[src/rtl/mem_arb_pkg.sv]
// Shared types and default widths for the unified-RAM arbiter between
// the fetch port and the load/store port.
package mem_arb_pkg;

  localparam int ADDR_W_DEF = 14;
  localparam int DATA_W_DEF = 32;

  // Who owns the RAM read data that returns in the cycle after issue.
  typedef enum logic [1:0] {
    OWN_NONE = 2'd0,
    OWN_IF   = 2'd1,
    OWN_D_RD = 2'd2
  } owner_e;

endpackage

[src/rtl/mem_arbiter_if.sv]
// Bus bundle between core ports, arbiter and RAM macro. The slave modport
// is the arbiter's view; master is the core/RAM side.
interface mem_arbiter_if
  import mem_arb_pkg::*;
#(
  parameter int ADDR_W = ADDR_W_DEF,
  parameter int DATA_W = DATA_W_DEF
);

  // Handshake: a requester raises req with a stable command and holds it
  // until it sees a one-cycle gnt; reads return one cycle after gnt with a
  // one-cycle rvalid. Writes complete at the end of the gnt cycle.
  logic                  if_req;
  logic [ADDR_W-1:0]     if_addr;
  logic                  if_gnt;
  logic                  if_rvalid;
  logic [DATA_W-1:0]     if_rdata;
  logic                  d_req;
  logic                  d_we;
  logic [DATA_W/8-1:0]   d_be;
  logic [ADDR_W-1:0]     d_addr;
  logic [DATA_W-1:0]     d_wdata;
  logic                  d_gnt;
  logic                  d_rvalid;
  logic [DATA_W-1:0]     d_rdata;
  logic                  ram_en;
  logic [DATA_W/8-1:0]   ram_we;
  logic [ADDR_W-1:0]     ram_addr;
  logic [DATA_W-1:0]     ram_wdata;
  logic [DATA_W-1:0]     ram_rdata;

  modport slave (
    input  if_req, if_addr, d_req, d_we, d_be, d_addr, d_wdata, ram_rdata,
    output if_gnt, if_rvalid, if_rdata, d_gnt, d_rvalid, d_rdata,
    output ram_en, ram_we, ram_addr, ram_wdata
  );

  modport master (
    output if_req, if_addr, d_req, d_we, d_be, d_addr, d_wdata, ram_rdata,
    input  if_gnt, if_rvalid, if_rdata, d_gnt, d_rvalid, d_rdata,
    input  ram_en, ram_we, ram_addr, ram_wdata
  );

endinterface

[src/rtl/mem_arb_pick.sv]
// Combinational winner select for the two RAM requesters.
// MEM_ARB_RR_EN: round-robin on conflict; otherwise data beats fetch.
module mem_arb_pick (
  input  logic if_elig,
  input  logic d_elig,
`ifdef MEM_ARB_RR_EN
  input  logic last_d,
`endif
  output logic pick_if,
  output logic pick_d
);

  always_comb begin
`ifdef MEM_ARB_RR_EN
    // On conflict the requester that did not win last time goes first.
    pick_d = d_elig & (~if_elig | ~last_d);
`else
    pick_d = d_elig;
`endif
    pick_if = if_elig & ~pick_d;
  end

endmodule

[src/rtl/mem_arbiter.sv]
// Shares one single-port synchronous RAM between instruction fetch and
// data load/store. MEM_ARB_RR_EN selects round-robin arbitration.
module mem_arbiter
  import mem_arb_pkg::*;
#(
  parameter int ADDR_W = ADDR_W_DEF,
  parameter int DATA_W = DATA_W_DEF
) (
  input logic          clk,
  input logic          rst,
  mem_arbiter_if.slave bus
);

  localparam int BE_W = DATA_W / 8;

  logic              if_gnt_q, d_gnt_q, ram_en_q;
  logic              if_rvalid_q, d_rvalid_q;
  logic [BE_W-1:0]   ram_we_q;
  logic [ADDR_W-1:0] ram_addr_q;
  logic [DATA_W-1:0] ram_wdata_q;
  logic [DATA_W-1:0] if_rdata_q, d_rdata_q, if_rdata_mux, d_rdata_mux;
  owner_e            owner_q;
  logic              if_elig, d_elig, pick_if, pick_d;

  // A requester whose grant is showing now has not yet dropped its request.
  assign if_elig = bus.if_req & ~if_gnt_q;
  assign d_elig  = bus.d_req & ~d_gnt_q;

`ifdef MEM_ARB_RR_EN
  logic last_d_q;

  mem_arb_pick u_pick (
    .if_elig (if_elig),
    .d_elig  (d_elig),
    .last_d  (last_d_q),
    .pick_if (pick_if),
    .pick_d  (pick_d)
  );

  // Reset value 1 makes fetch the preferred side of the first conflict.
  always_ff @(posedge clk) begin
    if (!rst) last_d_q <= 1'b1;
    else if (pick_if | pick_d) last_d_q <= pick_d;
  end
`else
  mem_arb_pick u_pick (
    .if_elig (if_elig),
    .d_elig  (d_elig),
    .pick_if (pick_if),
    .pick_d  (pick_d)
  );
`endif

  always_ff @(posedge clk) begin
    if (!rst) begin
      if_gnt_q    <= 1'b0;
      d_gnt_q     <= 1'b0;
      ram_en_q    <= 1'b0;
      ram_we_q    <= '0;
      ram_addr_q  <= '0;
      ram_wdata_q <= '0;
      owner_q     <= OWN_NONE;
      if_rvalid_q <= 1'b0;
      d_rvalid_q  <= 1'b0;
      if_rdata_q  <= '0;
      d_rdata_q   <= '0;
    end else begin
      if_gnt_q <= pick_if;
      d_gnt_q  <= pick_d;
      ram_en_q <= pick_if | pick_d;
      ram_we_q <= (pick_d && bus.d_we) ? bus.d_be : '0;
      if (pick_d) begin
        ram_addr_q  <= bus.d_addr;
        ram_wdata_q <= bus.d_wdata;
      end else if (pick_if) begin
        ram_addr_q  <= bus.if_addr;
      end
      if (pick_d)       owner_q <= bus.d_we ? OWN_NONE : OWN_D_RD;
      else if (pick_if) owner_q <= OWN_IF;
      else              owner_q <= OWN_NONE;
      if_rvalid_q <= (owner_q == OWN_IF);
      d_rvalid_q  <= (owner_q == OWN_D_RD);
      if_rdata_q  <= if_rdata_mux;
      d_rdata_q   <= d_rdata_mux;
    end
  end

  // RAM data flows straight through on the valid cycle, else last value holds.
  always_comb begin
    if_rdata_mux = if_rdata_q;
    d_rdata_mux  = d_rdata_q;
    if (if_rvalid_q) if_rdata_mux = bus.ram_rdata;
    if (d_rvalid_q)  d_rdata_mux  = bus.ram_rdata;
  end

  assign bus.if_gnt    = if_gnt_q;
  assign bus.d_gnt     = d_gnt_q;
  assign bus.ram_en    = ram_en_q;
  assign bus.ram_we    = ram_we_q;
  assign bus.ram_addr  = ram_addr_q;
  assign bus.ram_wdata = ram_wdata_q;
  assign bus.if_rvalid = if_rvalid_q;
  assign bus.d_rvalid  = d_rvalid_q;
  assign bus.if_rdata  = if_rdata_mux;
  assign bus.d_rdata   = d_rdata_mux;

endmodule

[src/flat_wrapper.sv]
// flat-port wrapper written by rule: the top's interface ports become plain ports
module mem_arbiter_flat import mem_arb_pkg::*;
#(
  parameter int ADDR_W = ADDR_W_DEF,
  parameter int DATA_W = DATA_W_DEF
)
  (clk, rst, bus_if_req, bus_if_addr, bus_d_req, bus_d_we, bus_d_be, bus_d_addr, bus_d_wdata, bus_ram_rdata, bus_if_gnt, bus_if_rvalid, bus_if_rdata, bus_d_gnt, bus_d_rvalid, bus_d_rdata, bus_ram_en, bus_ram_we, bus_ram_addr, bus_ram_wdata);
  mem_arbiter_if #(.ADDR_W(ADDR_W), .DATA_W(DATA_W)) bus_i ();
  input logic clk;
  input logic rst;
  input wire logic [$bits(bus_i.if_req)-1:0] bus_if_req;
  input wire logic [$bits(bus_i.if_addr)-1:0] bus_if_addr;
  input wire logic [$bits(bus_i.d_req)-1:0] bus_d_req;
  input wire logic [$bits(bus_i.d_we)-1:0] bus_d_we;
  input wire logic [$bits(bus_i.d_be)-1:0] bus_d_be;
  input wire logic [$bits(bus_i.d_addr)-1:0] bus_d_addr;
  input wire logic [$bits(bus_i.d_wdata)-1:0] bus_d_wdata;
  input wire logic [$bits(bus_i.ram_rdata)-1:0] bus_ram_rdata;
  output wire logic [$bits(bus_i.if_gnt)-1:0] bus_if_gnt;
  output wire logic [$bits(bus_i.if_rvalid)-1:0] bus_if_rvalid;
  output wire logic [$bits(bus_i.if_rdata)-1:0] bus_if_rdata;
  output wire logic [$bits(bus_i.d_gnt)-1:0] bus_d_gnt;
  output wire logic [$bits(bus_i.d_rvalid)-1:0] bus_d_rvalid;
  output wire logic [$bits(bus_i.d_rdata)-1:0] bus_d_rdata;
  output wire logic [$bits(bus_i.ram_en)-1:0] bus_ram_en;
  output wire logic [$bits(bus_i.ram_we)-1:0] bus_ram_we;
  output wire logic [$bits(bus_i.ram_addr)-1:0] bus_ram_addr;
  output wire logic [$bits(bus_i.ram_wdata)-1:0] bus_ram_wdata;
  assign bus_i.if_req = bus_if_req;
  assign bus_i.if_addr = bus_if_addr;
  assign bus_i.d_req = bus_d_req;
  assign bus_i.d_we = bus_d_we;
  assign bus_i.d_be = bus_d_be;
  assign bus_i.d_addr = bus_d_addr;
  assign bus_i.d_wdata = bus_d_wdata;
  assign bus_i.ram_rdata = bus_ram_rdata;
  assign bus_if_gnt = bus_i.if_gnt;
  assign bus_if_rvalid = bus_i.if_rvalid;
  assign bus_if_rdata = bus_i.if_rdata;
  assign bus_d_gnt = bus_i.d_gnt;
  assign bus_d_rvalid = bus_i.d_rvalid;
  assign bus_d_rdata = bus_i.d_rdata;
  assign bus_ram_en = bus_i.ram_en;
  assign bus_ram_we = bus_i.ram_we;
  assign bus_ram_addr = bus_i.ram_addr;
  assign bus_ram_wdata = bus_i.ram_wdata;
  mem_arbiter #(.ADDR_W(ADDR_W), .DATA_W(DATA_W)) u_core (.clk(clk), .rst(rst), .bus(bus_i));
endmodule
[config.mk]
export PLATFORM = sky130hd
export DESIGN_NAME = mem_arbiter_flat
export DESIGN_NICKNAME = d
export VERILOG_FILES = /design/src/rtl/mem_arb_pkg.sv /design/src/rtl/mem_arbiter_if.sv /design/src/rtl/mem_arb_pick.sv /design/src/rtl/mem_arbiter.sv /design/src/flat_wrapper.sv
export SDC_FILE = /design/constraint.sdc
export NUM_CORES = 1
export LEC_CHECK = 0
export CORE_MARGIN = 2
export CORE_UTILIZATION = 40
export DETAILED_ROUTE_END_ITERATION = 10
export HOLD_SLACK_MARGIN = 0.02
export MAX_ROUTING_LAYER = met4
export PLACE_DENSITY = 0.78
export RECOVER_POWER = 100
export REMOVE_ABC_BUFFERS = 1
export SLEW_MARGIN = 20
export SYNTH_ARGS = -nofsm -noshare
export SYNTH_HDL_FRONTEND = slang
export SYNTH_SLANG_ARGS = --single-unit
[constraint.sdc]
create_clock -name clk -period 3.4 [get_ports clk]
set_input_delay 0.51 -clock clk [delete_from_list [all_inputs] [get_ports clk]]
set_output_delay 0.51 -clock clk [all_outputs]
set_load 0.03 [all_outputs]
## Word-level counts from Yosys, hierarchy flattened

Cells that the tools add are included.

| operators by class | value |
|---|---|
| bitwise gates (word level) | 7 |
| mux-type cells | 7 |
| reductions and logical operators | 3 |
| equality and inequality tests | 2 |

Operators with widths:

| operator | number |
|---|---|
| 2-to-1 mux 32 bit | 2 |
| 2-to-1 mux 14 bit | 2 |
| 2-to-1 mux 2 bit | 2 |
| AND 1 bit | 3 |
| inverter 1 bit | 3 |
| equality test 2 x 1 -> 1 bit, second input constant | 1 |
| equality test 2 bit, second input constant | 1 |
| AND reduction 2 bit | 1 |
| nonzero test 2 bit | 1 |
| logical AND 1 bit | 1 |
| 2-to-1 mux 1 bit | 1 |
| bitwise OR 1 bit | 1 |

| word-level totals | value |
|---|---|
| word-level logic and storage cells | 30 |
| register bits | 121 |
| output and inout port bits | 119 |

## Depth between registers and ports, before layout

| logic depth | value |
|---|---|
| depth in word-level cells | 6 |
| gate-level depth with buffers | 6 |
| mapped depth without buffers | 3 |

## Cells and area by module

A second synthesis with hierarchy kept.

| second synthesis, totals | value |
|---|---|
| cells, all modules | 401 |
| area, all modules | 5034.8 um2 |

By module, submodules not included:

| module | area an instance (um2) | cells an instance | instances | seq. area each (um2) |
|---|---|---|---|---|
| mem_arbiter | 5013.6 | 399 | 1 | 2422.3 |
| mem_arb_pick | 21.3 | 2 | 1 | 0.0 |

## Worst setup path before layout

No wires, ideal clock.

| timing path | value |
|---|---|
| kind | flip-flop to output port |
| start point | register u_core.d_rvalid_q, in the netlist u_core.bus.d_rvalid |
| end point | output bus_d_rdata[0] |
| buffers on the path | 2 |
| cell stages (with the launch flop) | 4 |
| setup slack | 1.571 ns |
| arrival | 1.319 ns |
| cells stage by stage | dfxtp_1 clkbuf_1 buf_4 mux2_2 |

| between the ends | value |
|---|---|
| cells in the longest elaborated chain, start to end | 1 |

Ends and longest elaborated chain:

| element | RTL line | source |
|---|---|---|
| from (decl) | mem_arbiter.sv:17 | `logic if_rvalid_q, d_rvalid_q;` |
| from (signal assigned) | mem_arbiter.sv:82 | `d_rvalid_q <= (owner_q == OWN_D_RD);` |
| 2-to-1 mux 32 bit | mem_arbiter.sv:93 | `if (d_rvalid_q) d_rdata_mux = bus.ram_rdata;` |
| to (decl) | flat_wrapper.sv:24 | `output wire logic [$bits(bus_i.d_rdata)-1:0] bus_d_rdata;` |

Every way passes these cells.

## Worst setup path in the final report

| timing path | value |
|---|---|
| start point | register u_core.d_rvalid_q, in the netlist u_core.bus.d_rvalid |
| end point | output bus_d_rdata[8] |

The elaborated chain is that of the path after synthesis.

==> results.json <==
{
  "status": "complete, but fails checks",
  "violations": "max-capacitance violations, max-slew violations",
  "multi_input_area_mm2": 0.002076,
  "cts_setup_buffers": 0,
  "fmax_ghz": 0.3374,
  "grt_pass1_wl_mm": 20.44,
  "ys_seq_area_frac": 0.5157,
  "drv_cap": 1,
  "fin_area_mm2": 0.007486,
  "dpl_cell_area_mm2": 0.006917,
  "yosysWarnings": 0,
  "clock_path_buffers": 2,
  "cts_hold_buf": 0,
  "first_iter_violations": 164,
  "async_flop_share": 0,
  "crit_chain": "clkbuf_2 -> mux2_2 -> clkdlybuf4s50_1",
  "worst-path-max-fanout": 33,
  "slew_headroom": -0.5579,
  "num_io_pins": 220,
  "dp_worst_setup_slack_ns": 1.031,
  "final-max-slew-violation-count": 66,
  "fin_util": 0.6556,
  "hold_ws_ns": 0.4097,
  "synth_top_cell_by_area": "dfxtp_1",
  "wl_mm": 12.69,
  "synth_ff_type": "dfxtp_1",
  "row_count": 39,
  "n_fill_cell": 925,
  "port_buffers": 219,
  "rsz0062_at_grt": "false",
  "hold_depth": 1,
  "required_ns": 2.89,
  "grt_usage": 0.2138,
  "cp-start-kind": "flip-flop",
  "cts_root_buf": "clkbuf_16",
  "place.gp.congestion": 0.8028,
  "path_buf_inv": 2,
  "r2r_cells": 3,
  "die_x_um": 112.4,
  "critical-path-slowest-cell": "clkbuf_2",
  "h-tree-depth": 4,
  "skew_ns": 0.005293,
  "worstSetupPathType": "reg -> out",
  "synth_cell_types": 19,
  "synth_area_leaders": "dfxtp_1 52%, mux2_2 15%, and2_1 9.3%",
  "regArea_mm2": 0.002422,
  "clk_pin_slew_ns": 0.05,
  "cts_inserted_buffers": 17,
  "grt_pass1_vias": 4150,
  "wl_per_cell_um": 15.49,
  "vias_per_cell": 4.873,
  "crit_path_end_kind": "primary output",
  "period_share": 0.8716,
  "min_path_type": "reg -> reg",
  "dpl.hpwl_mm": 8.901,
  "antenna_left": 0,
  "syn_inst": 455,
  "hold_violations": 0,
  "syn_avg_cell_area_um2": 10.32,
  "fp.dieArea_mm2": 0.01262,
  "drive_gt1_frac": 0.1612,
  "fin_crit_ns": 2.964,
  "dr.pass1.iters": 4,
  "synth.cell_area_mm2": 0.004697,
  "synth_edf_count": 0,
  "arrival_ns": 2.45,
  "start_util": 0.4114,
  "final.setup.tns_ns": 0,
  "layout_setup_ws_ns": 0.4365,
  "min_delay_worst_endpoint": "u_core.bus.if_rvalid",
  "drc_errors": 0,
  "yosys-top-cells-count": "121 x dfxtp_1, 93 x nand2_1, 70 x and2_1, 64 x mux2_2, 32 x a21boi_0",
  "cpPeakStageDelay_ns": 0.67,
  "core_region_area_mm2": 0.01142,
  "vias": 3991,
  "reg2reg_to": "u_core.d_rdata_q[23]",
  "reg2reg_from": "u_core.bus.d_rvalid",
  "grt_max_degree": 66,
  "yosys_register_bits": 121,
  "synth.most_common_cell": "dfxtp_1",
  "cts_tree": "yes",
  "syn_to_final_growth_pct": 59.38,
  "ctsResizeCount": 0,
  "clk_latency_ns": 0.41,
  "reg2reg_slack_ns": 1.68,
  "worstHoldStart": "u_core.owner_q[1]",
  "gr-total-overflow": 0,
  "antennaDiodeCount": 0,
  "synth_top_area_frac": 0.5157,
  "power_density_mw_per_mm2": 509.7,
  "numClockSinks": 121,
  "worst_pin_slew_ns": 2.337,
  "die_h_um": 112.4,
  "setup_viol": 0,
  "antenna_found_initial": 0,
  "ir_drop_mv": 0.4009,
  "power_leakage_nw": 3.175,
  "crit_family": "buffers and inverters",
  "nNetsFinal": 764
}
==> report_power, final <==
part / total (mW) / switching [mW] / internal, mW
combinational: 0.564 / 0.298 / 0.266
clock: 1.75 / 0.600 / 1.15
sequential: 1.50 / 0.0246 / 1.48
==> worst max-delay path by stage <==
stage                                    from                  endpoint  slack (ns)  depth (start not counted)
after floorplan           u_core.bus.d_rvalid            bus_d_rdata[0]        1.22                          1
after global routing                      rst  u_core.bus.ram_wdata[27]        0.32                          3
final                     u_core.bus.d_rvalid            bus_d_rdata[8]        0.44                          3
after detailed placement     bus_ram_rdata[6]           bus_if_rdata[6]        1.03                          3
after CTS                 u_core.bus.d_rvalid           bus_d_rdata[13]        0.70                          3
after global placement      bus_ram_rdata[27]           bus_d_rdata[27]        1.05                          3
==> layout by cell type (no fill, tap or decap), drive strengths merged <==
cell / n
mux2: 64
clkbuf: 29
buf: 3
clkinvlp: 1
and3b: 1
nand2b: 1
o31ai: 14
nor2b: 3
a31oi: 14
and3: 3
or2: 1
clkdlybuf4s50: 133
a21boi: 32
and2: 70
dfxtp: 121
bufinv: 2
nand2: 93
nor2: 1
clkinv: 5
dlygate4sd3: 85
==> final cells by class <==
class,count,share of cell area
multi-input combinational,297,0.2773
sequential,121,0.3236
clock inverter,8,0.01237
tap,143,0.02390
timing repair buffer,226,0.2972
clock buffer,24,0.06569
==> cells by family after synthesis <==
kind of cell           after synthesis  share of synthesized area
DFF                                121                     0.5157
and+or+nand+nor                    173                     0.1825
muxes                               64                     0.1534
AOI/OAI and AO/OA                   60                     0.1055
buffers and inverters               37                    0.04289
==> worst reg2reg max path, delay by kind of cell (launching register included) <==
family                 cells  cell delay (ns)
DFF                        1             0.30
muxes                      1             0.47
buffers and inverters      1             0.67
and+or+nand+nor            1             0.16
==> state kept, by name, indices dropped and copies added, names as in the netlist, 2 cells and up <==
name and cells:
u_core.bus.ram_addr 14, u_core.bus.ram_wdata 32, u_core.bus.ram_we 4, u_core.d_rdata_q 32, u_core.if_rdata_q 32, u_core.owner_q 2
==> metrics by stage <==
step | power, mW | cells
2_1_floorplan | 1.807 | 418
4_1_cts | 3.882 | 819
3_3_place_gp | 2.107 | 787
5_1_grt | 3.962 | 819
3_5_place_dp | 2.120 | 787
6_report | 3.816 | 819
==> routing by layer <==
metal | global-route usage | up-vias | wire length (µm)
li1 | - | 1929 | -
met3 | 0.09611 | 18 | 1350
met1 | 0.2336 | 1864 | 5145
met4 | 0.07724 | 0 | 197
met5 | - | - | 0
met2 | 0.3454 | 180 | 5993
Power figures use the tool's default switching activity.
